### src/rtl/pc_ctrl_pkg.sv
// PC sequencer shared types: FSM state codes, PC mux selects
// and the one-hot RUN action bundle.
package pc_ctrl_pkg;

  typedef logic [2:0] state_t;

  localparam state_t ST_RST_RD   = 3'd0;
  localparam state_t ST_RST_LD   = 3'd1;
  localparam state_t ST_RUN      = 3'd2;
  localparam state_t ST_INT_PUSH = 3'd3;
  localparam state_t ST_INT_RD   = 3'd4;
  localparam state_t ST_INT_LD   = 3'd5;

  localparam logic [1:0] PC_SRC_EX  = 2'b00;
  localparam logic [1:0] PC_SRC_VEC = 2'b01;
  localparam logic [1:0] PC_SRC_D   = 2'b10;
  localparam logic [1:0] PC_SRC_STK = 2'b11;

  typedef struct packed {
    logic ret;
    logic jmp;
    logic br;
    logic hold;
    logic intr;
    logic inc;
  } act_t;

endpackage

### src/rtl/pc_seq_ctrl_prio.sv
// RUN-state redirect arbiter: oldest stage wins, exactly one
// action bit is set every cycle.
module pc_redirect_prio
  import pc_ctrl_pkg::*;
(
  input  logic ret,
  input  logic jmp,
  input  logic br,
  input  logic stall,
  input  logic intr,
  input  logic in_isr,
  output act_t act
);

  always_comb begin
    act = '0;
    if (ret)
      act.ret = 1'b1;
    else if (jmp)
      act.jmp = 1'b1;
    // a stalled branch reads a stale R[rb]; it is resampled later
    else if (stall)
      act.hold = 1'b1;
    else if (br)
      act.br = 1'b1;
    else if (intr && !in_isr)
      act.intr = 1'b1;
    else
      act.inc = 1'b1;
  end

endmodule

### src/rtl/pc_seq_ctrl.sv
// PC sequencer: reset/interrupt vector fetch, redirect
// arbitration and pipeline flush control for the 8-bit PC.
module pc_seq_ctrl
  import pc_ctrl_pkg::*;
#(
  parameter int              PC_W           = 8,
  parameter logic [PC_W-1:0] RESET_VEC_ADDR = '0,
  parameter logic [PC_W-1:0] INT_VEC_ADDR   = 1
) (
  input  logic            clk,
  input  logic            rst,
  input  logic            intr,
  input  logic            br_taken_d,
  input  logic            jmp_ex,
  input  logic            ret_mem,
  input  logic            rti_mem,
  input  logic            hazard_stall,
  output logic [1:0]      pc_src,
  output logic            pc_load,
  output logic            pc_inc,
  output logic            vec_rd,
  output logic [PC_W-1:0] vec_addr,
  output logic            flush_fd,
  output logic            flush_de,
  output logic            flush_em,
  output logic            push_pc,
  output logic            int_ack,
  output logic            in_isr
);

  state_t state_q;
  state_t state_d;
  logic   in_isr_q;
  logic   isr_set;
  logic   isr_clr;
  act_t   act;

  pc_redirect_prio u_prio (
    .ret    (ret_mem),
    .jmp    (jmp_ex),
    .br     (br_taken_d),
    .stall  (hazard_stall),
    .intr   (intr),
    .in_isr (in_isr_q),
    .act    (act)
  );

  always_comb begin
    state_d  = state_q;
    pc_src   = PC_SRC_EX;
    pc_load  = 1'b0;
    pc_inc   = 1'b0;
    vec_rd   = 1'b0;
    vec_addr = '0;
    flush_fd = 1'b0;
    flush_de = 1'b0;
    flush_em = 1'b0;
    push_pc  = 1'b0;
    int_ack  = 1'b0;
    isr_set  = 1'b0;
    isr_clr  = 1'b0;
    if (rst) begin
      state_d = ST_RST_RD;
    end else begin
      case (state_q)
        ST_RST_RD: begin
          vec_rd   = 1'b1;
          vec_addr = RESET_VEC_ADDR;
          state_d  = ST_RST_LD;
        end
        ST_RST_LD: begin
          vec_rd   = 1'b1;
          vec_addr = RESET_VEC_ADDR;
          pc_src   = PC_SRC_VEC;
          pc_load  = 1'b1;
          state_d  = ST_RUN;
        end
        ST_RUN: begin
          unique case (1'b1)
            act.ret: begin
              pc_src   = PC_SRC_STK;
              pc_load  = 1'b1;
              flush_fd = 1'b1;
              flush_de = 1'b1;
              flush_em = 1'b1;
              isr_clr  = rti_mem;
            end
            act.jmp: begin
              pc_src   = PC_SRC_EX;
              pc_load  = 1'b1;
              flush_fd = 1'b1;
              flush_de = 1'b1;
            end
            act.br: begin
              pc_src   = PC_SRC_D;
              pc_load  = 1'b1;
              flush_fd = 1'b1;
            end
            act.hold: ;
            act.intr: state_d = ST_INT_PUSH;
            act.inc:  pc_inc  = 1'b1;
            default:  ;
          endcase
        end
        ST_INT_PUSH: begin
          push_pc  = 1'b1;
          flush_fd = 1'b1;
          flush_de = 1'b1;
          state_d  = ST_INT_RD;
        end
        ST_INT_RD: begin
          vec_rd   = 1'b1;
          vec_addr = INT_VEC_ADDR;
          flush_fd = 1'b1;
          state_d  = ST_INT_LD;
        end
        ST_INT_LD: begin
          vec_rd   = 1'b1;
          vec_addr = INT_VEC_ADDR;
          pc_src   = PC_SRC_VEC;
          pc_load  = 1'b1;
          int_ack  = 1'b1;
          isr_set  = 1'b1;
          state_d  = ST_RUN;
        end
        default: state_d = ST_RST_RD;
      endcase
    end
  end

  always_ff @(posedge clk) begin
    if (rst) begin
      state_q  <= ST_RST_RD;
      in_isr_q <= 1'b0;
    end else begin
      state_q <= state_d;
      if (isr_clr)
        in_isr_q <= 1'b0;
      else if (isr_set)
        in_isr_q <= 1'b1;
    end
  end

  // forced low during reset so every output reads 0 that cycle
  assign in_isr = in_isr_q & ~rst;

endmodule

### config.mk
export PLATFORM = sky130hd
export DESIGN_NAME = pc_seq_ctrl
export DESIGN_NICKNAME = d
export VERILOG_FILES = /design/src/rtl/pc_ctrl_pkg.sv /design/src/rtl/pc_seq_ctrl_prio.sv /design/src/rtl/pc_seq_ctrl.sv
export SDC_FILE = /design/constraint.sdc
export NUM_CORES = 1
export LEC_CHECK = 0
export ABC_AREA = 1
export CORE_AREA = 10 10 47 49
export CTS_CLUSTER_SIZE = 16
export DETAILED_ROUTE_END_ITERATION = 10
export DIE_AREA = 0 0 57 59
export PLACE_DENSITY = 0.67
export SKIP_LAST_GASP = 1
export SLEW_MARGIN = 10
export SYNTH_ARGS = -nofsm -noshare
export SYNTH_HDL_FRONTEND = slang
export SYNTH_SLANG_ARGS = --single-unit
### constraint.sdc
create_clock -name clk -period 3.3 [get_ports clk]
set_input_delay 0.99 -clock clk [delete_from_list [all_inputs] [get_ports clk]]
set_output_delay 0.99 -clock clk [all_outputs]
set_load 0.02 [all_outputs]
==> impl_metrics.yaml <==
worst_setup_path:
  cp_slowest_cell: "clkdlybuf4s50_1"
  cp-startpoint: "br_taken_d"
  end_kind: "output port"
  crit_path_cell_trace: "clkdlybuf4s50_1 -> inv_1 -> nor2_1 -> nand2_1 -> a21oi_2 -> dlygate4sd2_1"
  cp-start-kind: "input port"
  r2r_setup_slack_ns: 2.31
  crit_type: "in2out"
  path_max_fanout: 2
  cp.required_ns: 2.31
  arrival_ns: 2.19
  cpPeakStageDelay_ns: 0.47
  r2r_start: "state_q[1]"
sta:
  hold_viol: 0
  clock_skew_ns: 0.00427
  hold_ws_ns: 0.584
  rsz0062_at_grt: "yes"
  setup-violations-final: 0
  min_period_over_period: 0.964
  fmax_mhz: 314
  min_period_ns: 3.18
  slew_viol_final: 0
grt:
  grt_pass1_vias: 444
  grt_start_max_net_pins: 7
  overflow: 0
  gr-usage-all-layers: 0.0680
  antenna_found_initial: 0
  grt_pass1_wl_um: 1880
cells_and_area:
  area.sequential_um2: 80.1
  multi_input_area_um2: 210
  fillers: 146
  n_antenna_cell: 0
  drive_gt1_frac: 0.234
  layout.nets: 104
  area_delta_synth_final_pct: 72.9
routing:
  num_vias: 441
  met1_length_um: 439
  wirelength_um: 1070
  drt_pass1_iterations: 4
  drt_iter0_markers: 6
  wl_per_cell_um: 9.70
  wl_met2_um: 509
  drtAntennaViolNets: 0
  remaining_drc_errors: 0
  viasPerCell: 4.01
  highest_layer: "met3"
  met3_wirelength_um: 117
worst_hold_path:
  hp-start: "state_q[2]"
  hold_path.class: "reg2reg"
floorplanning:
  dieArea_um2: 3360
  die_w_um: 57
  core_um2: 1400
  start_util: 0.263
  rows: 14
  die_h_um: 59
  num_io_pins: 27
clock_network:
  clk_path_buf_depth: 2
  clk_pin_slew_worst_paths_ns: 0.04
  cts_sinks: 4
  htree_levels: 1
  numCtsBuffers: 3
  root_buffer: "clkbuf_4"
  insertion_delay_ns: 0.24
  cts_tree: "built"
synth:
  synth-seq-area-share: 0.217
  ys_ff_latch: 4
  netlist_instances: 63
  synth_cell_types: 17
  synth.avg_cell_area_um2: 5.86
  netlist_area_um2: 369
  ys_warn_count: 0
power_and_ir_drop:
  p_total_uw: 203
  power_density_nw_per_um2: 318
  ir_worst_vdd_mv: 0.230
  power_leakage_uw: 0.000404
placed_design:
  portBuffers: 19
  gp_congestion: 0.764
  hpwl_um: 943
run_status:
  status: "finished, final reports clean"
flow_run:
  drv_cap: 0
==> state kept, by name, indices dropped and copies added (netlist names) <==
signal,flops
state_q,3
in_isr_q,1
==> synthesized netlist by cell type <==
cell type	instances	area (um^2)
a21oi_1	1	5.00
a21oi_2	1	8.76
buf_4	7	52.6
conb_1	1	3.75
dfxtp_1	4	80.1
inv_1	11	41.3
inv_2	2	7.51
nand2_1	18	67.6
nand2_2	1	6.26
nand3_1	4	20.0
nand3_2	1	10.0
nor2_1	5	18.8
nor2_2	2	12.5
nor2_4	1	11.3
nor3_1	1	5.00
o21ai_1	2	10.0
o21ai_2	1	8.76
==> area by class of cell <==
cell class | count | share of cell area
flip-flops and latches | 4 | 0.125
clock buffers | 3 | 0.0353
well taps | 16 | 0.0314
multi-input cells | 45 | 0.329
inverters | 13 | 0.0765
repair buffers | 29 | 0.402
==> cells in the final DEF, fill, tap and decap left out, types with 2 or more instances in the layout <==
cell type and instances:
nand3_1 4, inv_1 11, nand2_1 18, conb_1 7, dfxtp_1 4, buf_4 10, nor2_1 5, clkdlybuf4s15_1 3
dlygate4sd2_1 9, clkdlybuf4s50_1 6, inv_2 2, clkbuf_4 3, nor2_2 2, o21ai_1 2
==> cell families after synthesis <==
kind of cell           count (synthesis)  share of synthesized area
AND/OR/NAND/NOR                       33                      0.410
buffers and inverters                 20                      0.275
AO/OA/AOI/OAI                          5                     0.0881
flip-flops                             4                      0.217
other                                  1                     0.0102
==> path summary, 6_finish.rpt <==
kind | endpoint | depth (start not counted)
worst max-delay path | pc_src[1] | 6
worst min-delay path | state_q[0] | 3
worst min register to register | state_q[0] | 3
worst max register to register | state_q[2] | 5
==> routing by layer <==
metal	vias to the layer above	GRT usage
li1	238	-
met1	187	0.0656
met2	16	0.118
met3	0	0.0494
met4	0	0.0101
met5	-	0
==> power by group <==
part           internal, uW  switching [uW]  total [uW]
sequential             53.4            6.26        59.6
combinational          34.5            46.8        81.3
clock                  40.8            21.0        61.7
==> stage by stage <==
stage,cell area [um^2],worst slack (ns),utilization,TNS [ns],std cells
finish,638,0.118,0.455,0,110
global route,638,-0.0120,0.455,-0.0120,110
CTS,632,0.0746,0.451,0,110
detailed placement,624,-0.192,0.446,-1.76,107
global placement,624,-0.175,0.446,-1.59,107
floorplan,392,0.768,-,0,69
==> worst max-delay path, delay by kind of cell <==
family / cells / cell delay [ns]
simple gates: 2 / 0.21
buf+inv: 3 / 0.86
compound gates: 1 / 0.13
==> repair_timing <==
item | CTS | global route
cloned | 0 | 0
resized for setup | 12 | 4
setup endpoints to repair | 12 | 4
hold buffers | 0 | 0
setup buffers | 0 | 0
Note: power is estimated with default switching activity, not from simulation.
